[src/rtl/stream_scrambler_par.sv]
`default_nettype none
// ============================================================================
//  Module   : stream_scrambler_par
//  Brief    : Parallel additive scrambler, DW keystream bits per accepted beat
//             from a two-tap Fibonacci LFSR. Optional zero-seed guard selected
//             by macro SCR_LOCKUP_GUARD_EN.
//  Revision : 1.0 - initial release
// ============================================================================
module stream_scrambler_par #(
    parameter int DW     = 3,
    parameter int LFSR_W = 33,
    parameter int TAP_M  = 20,
    parameter int TAP_S  = 13
) (
    input  logic              clk,
    input  logic              rst_n,
    input  logic              load,
    input  logic [LFSR_W-1:0] seed,
    input  logic              mode,
    input  logic              scr_en,
    input  logic              s_valid,
    output logic              s_ready,
    input  logic [DW-1:0]     s_data,
    output logic              m_valid,
    input  logic              m_ready,
    output logic [DW-1:0]     m_data,
    output logic              locked_up,
    output logic              busy
);

    typedef enum logic [0:0] {
        IDLE = 1'b0,
        RUN  = 1'b1
    } state_t;

    state_t            r_state;
    state_t            w_state_nxt;
    logic [LFSR_W-1:0] r_lfsr;
    logic [LFSR_W-1:0] w_lfsr_adv;
    logic [LFSR_W-1:0] w_seed_eff;
    logic              r_mode;
    logic              r_m_valid;
    logic [DW-1:0]     r_m_data;
    logic [DW-1:0]     w_ks;
    logic              w_fb;
    logic              w_accept;

    always_ff @(posedge clk or negedge rst_n) begin
        if (!rst_n) begin
            r_state <= IDLE;
        end else begin
            r_state <= w_state_nxt;
        end
    end

    always_comb begin
        w_state_nxt = r_state;
        case (r_state)
            IDLE:    if (load) w_state_nxt = RUN;
            RUN:     w_state_nxt = RUN;
            default: w_state_nxt = IDLE;
        endcase
    end

    assign busy     = (r_state == RUN);
    assign s_ready  = (r_state == RUN) && !load && (!r_m_valid || m_ready);
    assign w_accept = s_valid && s_ready;
    assign m_valid  = r_m_valid;
    assign m_data   = r_m_data;

`ifdef SCR_LOCKUP_GUARD_EN
    logic w_zero_seed;
    logic r_locked_up;

    assign w_zero_seed = load && (seed == '0);
    assign w_seed_eff  = w_zero_seed ? {LFSR_W{1'b1}} : seed;
    assign locked_up   = r_locked_up;

    always_ff @(posedge clk or negedge rst_n) begin
        if (!rst_n) begin
            r_locked_up <= 1'b0;
        end else begin
            r_locked_up <= w_zero_seed;
        end
    end
`else
    assign w_seed_eff = seed;
    assign locked_up  = 1'b0;
`endif

    // Unroll DW serial steps; keystream bit i is the feedback of step i.
    always_comb begin
        w_lfsr_adv = r_lfsr;
        w_ks       = '0;
        w_fb       = 1'b0;
        for (int i = 0; i < DW; i++) begin
            w_fb       = w_lfsr_adv[LFSR_W-1] ^
                         (r_mode ? w_lfsr_adv[TAP_S-1] : w_lfsr_adv[TAP_M-1]);
            w_ks[i]    = w_fb;
            w_lfsr_adv = {w_lfsr_adv[LFSR_W-2:0], w_fb};
        end
    end

    always_ff @(posedge clk or negedge rst_n) begin
        if (!rst_n) begin
            r_lfsr <= '0;
            r_mode <= 1'b0;
        end else if (load) begin
            r_lfsr <= w_seed_eff;
            r_mode <= mode;
        end else if (w_accept) begin
            r_lfsr <= w_lfsr_adv;
        end
    end

    // Output register: a pending beat survives load since accept is blocked.
    always_ff @(posedge clk or negedge rst_n) begin
        if (!rst_n) begin
            r_m_valid <= 1'b0;
            r_m_data  <= '0;
        end else if (w_accept) begin
            r_m_valid <= 1'b1;
            r_m_data  <= scr_en ? (s_data ^ w_ks) : s_data;
        end else if (m_ready) begin
            r_m_valid <= 1'b0;
        end
    end

endmodule
`default_nettype wire

[config.mk]
export PLATFORM = sky130hd
export DESIGN_NAME = stream_scrambler_par
export DESIGN_NICKNAME = d
export VERILOG_FILES = /design/src/rtl/stream_scrambler_par.sv
export SDC_FILE = /design/constraint.sdc
export NUM_CORES = 1
export LEC_CHECK = 0
export ABC_CLOCK_PERIOD_IN_PS = 1400
export BUFFER_PORTS_ARGS = -buffer_cell sky130_fd_sc_hd__buf_2
export CELL_PAD_IN_SITES_DETAIL_PLACEMENT = 0
export CELL_PAD_IN_SITES_GLOBAL_PLACEMENT = 1
export CORE_MARGIN = 2
export CORE_UTILIZATION = 34
export CTS_CLUSTER_DIAMETER = 150
export CTS_CLUSTER_SIZE = 10
export DETAILED_ROUTE_END_ITERATION = 8
export GPL_TIMING_DRIVEN = 1
export PLACE_DENSITY = 0.82
export SKIP_CTS_REPAIR_TIMING = 1
export SLEW_MARGIN = 10
export SYNTH_ARGS = -nofsm -noshare
export SYNTH_HDL_FRONTEND = slang
export SYNTH_SLANG_ARGS = --single-unit
[constraint.sdc]
create_clock -name clk -period 1.4 [get_ports clk]
set_input_delay 0.28 -clock clk [delete_from_list [all_inputs] [get_ports clk]]
set_output_delay 0.28 -clock clk [all_outputs]
set_load 0.005 [all_outputs]
==> metrics.md, run 1 <==
| Metric | Value |
|---|---|
| Achievable frequency | `between 700 and 800 MHz` |
| Port bufs | `48` |
| Site Rows | `26` |
| Total Routing Usage GR | `about 16%` |
| Initial DRC count | `about 120` |
| Final core utilization | `45.65%` |
| Worst-Skew Late Latency | `0.28 ns` |
| Leakage | `1.115 nW` |
| Post-DP HPWL | `roughly 2.9 mm` |
| Global-route wire length before repair | `between 6 and 7 mm` |
| Multi-input logic area | `735.7 sq um` |
| Fin. max-slew vios | `0` |
| I/O pin count | `50` |
| H-tree lvl count | `2` |
| Seq/Total Area, Yosys | `between 50% and 60%` |
| Crit path largest cell delay | `~0.38 ns` |
| Total chip power | `~2.6 mW` |
| IR Drop Worst-Case VDD | `0.4542 mV` |
| Initial Util | `a little over a third` |
| Total grt overflow | `0` |
| Layout cells sized above 1 | `around a third` |
| Clock Pin Slew Worst Setup and Hold Paths | `0.07 ns` |
| Crit-path cells | `nand2b_1 -> buf_4 -> and3b_1 -> buf_2` |
| Crit-path max FO | `3` |
| TritonCTS clock tree | `done` |
| Top delay family on crit path | `flip-flops` |
| Max cap viols | `0` |
| DRC violations left | `0` |
| Period utilization | `102.0%` |
| Reg2reg path depth | `4` |
| Failing checks | `negative setup slack` |
| Run status | `finished, violations left` |
| Syn Nets | `roughly 220` |
| Clk sinks | `39` |
| Minimum clock period | `1.428 ns` |
| Worst Slack Setup Final | `-0.02755 ns` |
| Fin area | `between 0.002 and 0.0025 sq mm` |
| Die Ht | `roughly 76 um` |
| Wirelength per Cell | `between 10 and 15 um` |
| Largest net degree at the start of global routing | `39` |
| DIE AREA | `around 0.0057 sq mm` |
| Placed Instances | `approximately 300` |
| Ant diodes | `0` |
| Synth Warn # | `0` |
| Buf+Inv Stages, Crit Path | `2` |
| Placed Area | `approximately 0.0022 sq mm` |
| Root Buffer | `clkbuf_8` |
| Reg2Reg Setup Slack | `around 0.01 ns` |
| Mapped Area | `approximately 0.0017 sq mm` |
| Net count, final | `278` |
| WL final | `approximately 4.2 mm` |
| Yosys cell types | `23` |
| Worst Skew | `slightly above 0.004 ns` |
| CP required | `between 1 and 1.5 ns` |
| Vias | `~1500` |
| Area Overhead vs Synth | `31.23%` |
| Arr. time, crit path | `~1.2 ns` |
| #FFs+latches synth | `39` |
| Worst min-delay path category | `in2reg` |
| Gpl congestion | `0.7374` |
| Synth Instances | `180` |
| Cell depth of the worst setup path | `4` |
| Crit end category | `output port` |
| Hold path depth | `3` |
| Pre-antenna DRT Iters | `4` |
| Core Box Area | `0.005010 sq mm` |
| Power per standard cell area | `roughly 1100 mW/mm^2` |
| Slowest stage cell, crit path | `dfrtp_1` |
| Reg area | `977.2 sq um` |
| TritonCTS Buffers | `5` |
| Number of global-route vias before repair | `around 1400` |
| Kind of critical path | `reg2out` |
| Clock buffer depth | `2` |
| Fin. Hold Viols | `0` |
| Final setup violation count | `1` |
| Fin cells | `slightly above 300` |
| Layout fillers | `between 500 and 600` |
| Initial antenna violation count | `0` |
| Critical Path Start Type | `register` |
| Via density | `4.770` |
| Die width | `between 70 and 80 um` |
| Routed Antenna Nets | `0` |
| RSZ-0062 raised after global routing | `true` |
| Avg Cell Area, Syn | `9.683 sq um` |
==> area by class of cell <==
cell class / instances / area share, %
Timing Repair Buffer: 60 / 17.29
Tap cell: 70 / 3.829
Clock buffer: 6 / 3.611
Multi-Input combinational cell: 128 / 32.17
Sequential cell: 39 / 42.72
Inverter: 1 / 0.1641
Clock inverter: 1 / 0.2188
==> registers in the layout (all words and copies together) (netlist names) <==
name,count
r_lfsr,33
m_data,3
busy,1
m_valid,1
r_mode,1
==> cell usage in the layout, fill, tap and decap left out <==
cell,n
nand2_1,65
o21ai_0,3
mux2i_1,1
buf_4,6
or3_1,3
xnor2_1,3
dfrtp_1,38
buf_2,48
a31oi_1,3
a22oi_1,32
o21ai_1,1
inv_1,1
nor2_1,3
clkinv_2,1
conb_1,1
and4b_2,1
nand2b_1,1
buf_12,5
and3b_1,1
or2_2,1
clkbuf_8,6
mux2_2,1
a31oi_2,1
mux2i_4,1
xor2_1,3
dlygate4sd3_1,1
dfrtp_2,1
a21bo_2,1
mux2i_2,2
==> worst paths after layout <==
kind | from | to
max in group asynchronous | rst_n | r_lfsr[24]
max reg2reg | r_mode | m_data[0]
min reg2reg | r_lfsr[8] | r_lfsr[8]
min | seed[20] | r_lfsr[20]
max | m_valid | s_ready
min in group asynchronous | rst_n | m_valid
==> report_power, final <==
group          total (mW)  leakage (nW)  switching, mW  internal [mW]
clock network       0.767        0.0470          0.380          0.387
logic               0.491         0.600          0.234          0.256
registers            1.36         0.468          0.100           1.26
==> metrics by stage <==
stage	setup WS [ns]	TNS (ns)	hold WS, ns
final	-0.02755	-0.02755	0.2212
after global placement	0.03012	0	0.2172
after CTS	-0.06340	-0.06924	-0.09840
after global routing	-0.1317	-0.3102	0.2090
after floorplan	0.08476	0	-0.01559
after detailed placement	0.01026	0	0.2211
==> tightest hold or removal path, stage by stage <==
cell,delay (ns)
buf_2,0.09
nand2_1,0.04
o21ai_1,0.06
==> synthesized netlist by cell type <==
| master | number | area [sq um] |
|---|---|---|
| a31oi_1 | 4 | 25.02 |
| clkbuf_1 | 5 | 18.77 |
| o21ai_1 | 1 | 5.000 |
| xnor2_1 | 3 | 26.28 |
| o21ai_0 | 3 | 15.01 |
| dfrtp_1 | 39 | 975.9 |
| buf_1 | 1 | 3.750 |
| a22oi_1 | 32 | 240.2 |
| nand2b_1 | 1 | 6.260 |
| nor2_1 | 3 | 11.26 |
| conb_1 | 1 | 3.750 |
| mux2_2 | 1 | 11.26 |
| nand2_1 | 65 | 244.0 |
| mux2i_1 | 4 | 40.04 |
| or2_2 | 1 | 6.260 |
| or3_1 | 3 | 18.77 |
| xor2_1 | 3 | 26.28 |
| inv_1 | 1 | 3.750 |
| buf_2 | 5 | 25.02 |
| and4b_1 | 1 | 10.01 |
| buf_4 | 1 | 7.510 |
| and3b_1 | 1 | 8.760 |
| a21bo_2 | 1 | 10.01 |
==> cell families after synthesis <==
| group | synth area share [%] |
|---|---|
| DFF | 55.99 |
| xor gates and xnor gates | 3.016 |
| muxes | 2.943 |
| buffers and inverters | 3.374 |
| other | 0.2152 |
| and+or+nand+nor | 17.52 |
| AOI/OAI and AO/OA | 16.94 |
==> per-layer routing <==
metal	routed length, um	GRT usage (%)	share of wire (%)	up-vias
li1	-	-	-	725
met1	2016	21.97	49	674
met2	1740	23.29	42	49
met3	316	5.159	7.6	7
met4	76	5.848	1.8	0
met5	0	0	0	-
No activity file was read; power rests on OpenSTA's default activity.
==> run 2, diff against run 1 <==
--- a/config.mk
+++ b/config.mk
@@ -6,7 +6,7 @@
 export NUM_CORES = 1
 export LEC_CHECK = 0
 export ABC_CLOCK_PERIOD_IN_PS = 1400
-export BUFFER_PORTS_ARGS = -buffer_cell sky130_fd_sc_hd__buf_2
+export BUFFER_PORTS_ARGS = -buffer_cell sky130_fd_sc_hd__buf_4
 export CELL_PAD_IN_SITES_DETAIL_PLACEMENT = 0
 export CELL_PAD_IN_SITES_GLOBAL_PLACEMENT = 1
 export CORE_MARGIN = 2
==> run 2 against run 1 <==
Net effect: the run still ends with negative setup slack left; worst setup slack worse by 0.019 ns; maximum frequency shrank 1.3%; sequential cell count unchanged; sequential share of layout area is 3.4 points lower.
==> metrics.md, run 2 (synthesized netlist as in run 1, its figures left out) <==
| Metric | Value |
|---|---|
| Run status | `finished, violations left` |
| Failing checks | `negative setup slack` |
| Gpl congestion | `0.7258` |
| Crit end category | `output port` |
| Root Buffer | `clkbuf_8` |
| Total grt overflow | `0` |
| Site Rows | `26` |
| Ant diodes | `0` |
| DIE AREA | `around 0.0057 sq mm` |
| Max cap viols | `0` |
| Initial Util | `approximately a third` |
| RSZ-0062 raised after global routing | `true` |
| Power per standard cell area | `between 1000 and 1500 mW/mm^2` |
| Global-route wire length before repair | `6.762 mm` |
| TritonCTS Buffers | `5` |
| Multi-input logic area | `~770 sq um` |
| Placed Area | `between 0.002 and 0.0025 sq mm` |
| Layout fillers | `~480` |
| IR Drop Worst-Case VDD | `~0.46 mV` |
| Post-DP HPWL | `~2.9 mm` |
| Largest net degree at the start of global routing | `40` |
| Initial antenna violation count | `0` |
| Layout cells sized above 1 | `34.17%` |
| Routed Antenna Nets | `0` |
| Via density | `roughly 4.8` |
| Die Ht | `approximately 76 um` |
| Place WS | `-0.003974 ns` |
| Worst Slack Setup Final | `-0.04661 ns` |
| CP required | `1.12 ns` |
| Final setup violation count | `2` |
| I/O pin count | `50` |
| DRC violations left | `0` |
| Least-Margin Pin Slew | `0.5007 ns` |
| H-tree lvl count | `2` |
| Max reg flops | `33` |
| Fin. Hold Viols | `0` |
| Clk sinks | `39` |
| Area Overhead vs Synth | `42.50%` |
| Leakage | `~1.2 nW` |
| Critical Path Start Type | `register` |
| Port bufs | `48` |
| Arr. time, crit path | `between 1 and 1.5 ns` |
| Core Box Area | `about 0.0050 sq mm` |
| Slowest stage cell, crit path | `dfrtp_1` |
| Crit-path max FO | `2` |
| Clock Pin Slew Worst Setup and Hold Paths | `approximately 0.07 ns` |
| Crit path largest cell delay | `0.38 ns` |
| Die width | `approximately 76 um` |
| Worst min-delay path category | `in2reg` |
| Achievable frequency | `a little under 700 MHz` |
| Vias | `~1500` |
| Rel. slew slack | `about two thirds` |
| Wirelength per Cell | `14.67 um` |
| WL final | `around 4.5 mm` |
| Worst Skew | `0.005992 ns` |
| Leading cell type in the layout, fill and taps excluded | `nand2_1` |
| Period utilization | `103.3%` |
| Commonest non-fill, non-tap cells in the layout | `64 x nand2_1, 58 x buf_4, 38 x dfrtp_1` |
| Fin area | `roughly 0.0025 sq mm` |
| Kind of critical path | `reg2out` |
| Pre-antenna DRT Iters | `4` |
| Total Routing Usage GR | `between 10% and 20%` |
| Reg area | `approximately 1000 sq um` |
| Crit-path cells | `nand2b_1 -> buf_6 -> and3b_1 -> buf_4` |
| Fin. max-slew vios | `0` |
| Net count, final | `about 280` |
| Minimum clock period | `approximately 1.4 ns` |
| Clock buffer depth | `2` |
| Setup TNS | `-0.07522 ns` |
| Initial DRC count | `roughly 100` |
| Number of global-route vias before repair | `~1400` |
| Largest Register | `r_lfsr` |
| Worst-Skew Late Latency | `0.29 ns` |
| TritonCTS clock tree | `done` |
==> run 2: cell count changes in the layout (fill, tap and decap cells not counted), moves of 2 or more <==
cell,before,now
buf_4,6,58
buf_12,5,2
clkbuf_16,0,2
buf_2,48,0
==> run 2: cell type report <==
cell class,instances,share of cell area (%)
sequential,39,39.35
multi-input combinational,128,30.93
timing repair buffer,64,22.02
clock buffer,8,4.030
tap,70,3.526
inverter,1,0.1511
==> run 2: report_power, final <==
group,switching (mW),leakage (nW),internal [mW]
sequential,0.103,0.468,1.26
combinational,0.256,0.673,0.326
clock,0.383,0.0515,0.450
==> run 2: routing by layer <==
layer / global-route usage [%] / part of all wire (%) / routed length [um] / vias to the layer above
li1: - / - / - / 739
met5: 0 / 0 / 0 / -
met4: 5.263 / 1.3 / 57 / 0
met3: 4.762 / 5.2 / 235 / 7
met1: 22.21 / 47 / 2142 / 704
met2: 24.35 / 46 / 2113 / 43
==> run 2: worst max-delay path: cells and delay by family (launching register included) <==
kind | cells | cell delay (ns)
buf+inv | 2 | 0.22
simple gates | 2 | 0.28
flops | 1 | 0.38
==> run 2: worst paths after layout <==
| path | to | slack, ns | start | cells after the start |
|---|---|---|---|---|
| hold / removal | r_lfsr[17] | 0.22 | seed[17] | 3 |
| setup / recovery | s_ready | -0.05 | m_valid | 4 |
| hold reg to reg | r_lfsr[1] | 0.47 | r_lfsr[1] | 2 |
| min in group asynchronous | m_valid | 0.51 | rst_n | 2 |
| setup reg to reg | m_data[1] | -0.03 | r_mode | 4 |
| max in group asynchronous | r_mode | 0.53 | rst_n | 2 |
==> run 2: metrics by stage <==
step / hold WS (ns) / utilization [%] / instances / total power, mW
2_1_floorplan: -0.01559 / - / 180 / 1.615
3_3_place_gp: 0.2815 / 45.05 / 298 / 1.887
3_5_place_dp: 0.2832 / 45.05 / 298 / 1.896
4_1_cts: -0.03840 / 47.05 / 306 / 2.738
5_1_grt: 0.2135 / 49.58 / 310 / 2.934
6_report: 0.2166 / 49.58 / 310 / 2.781
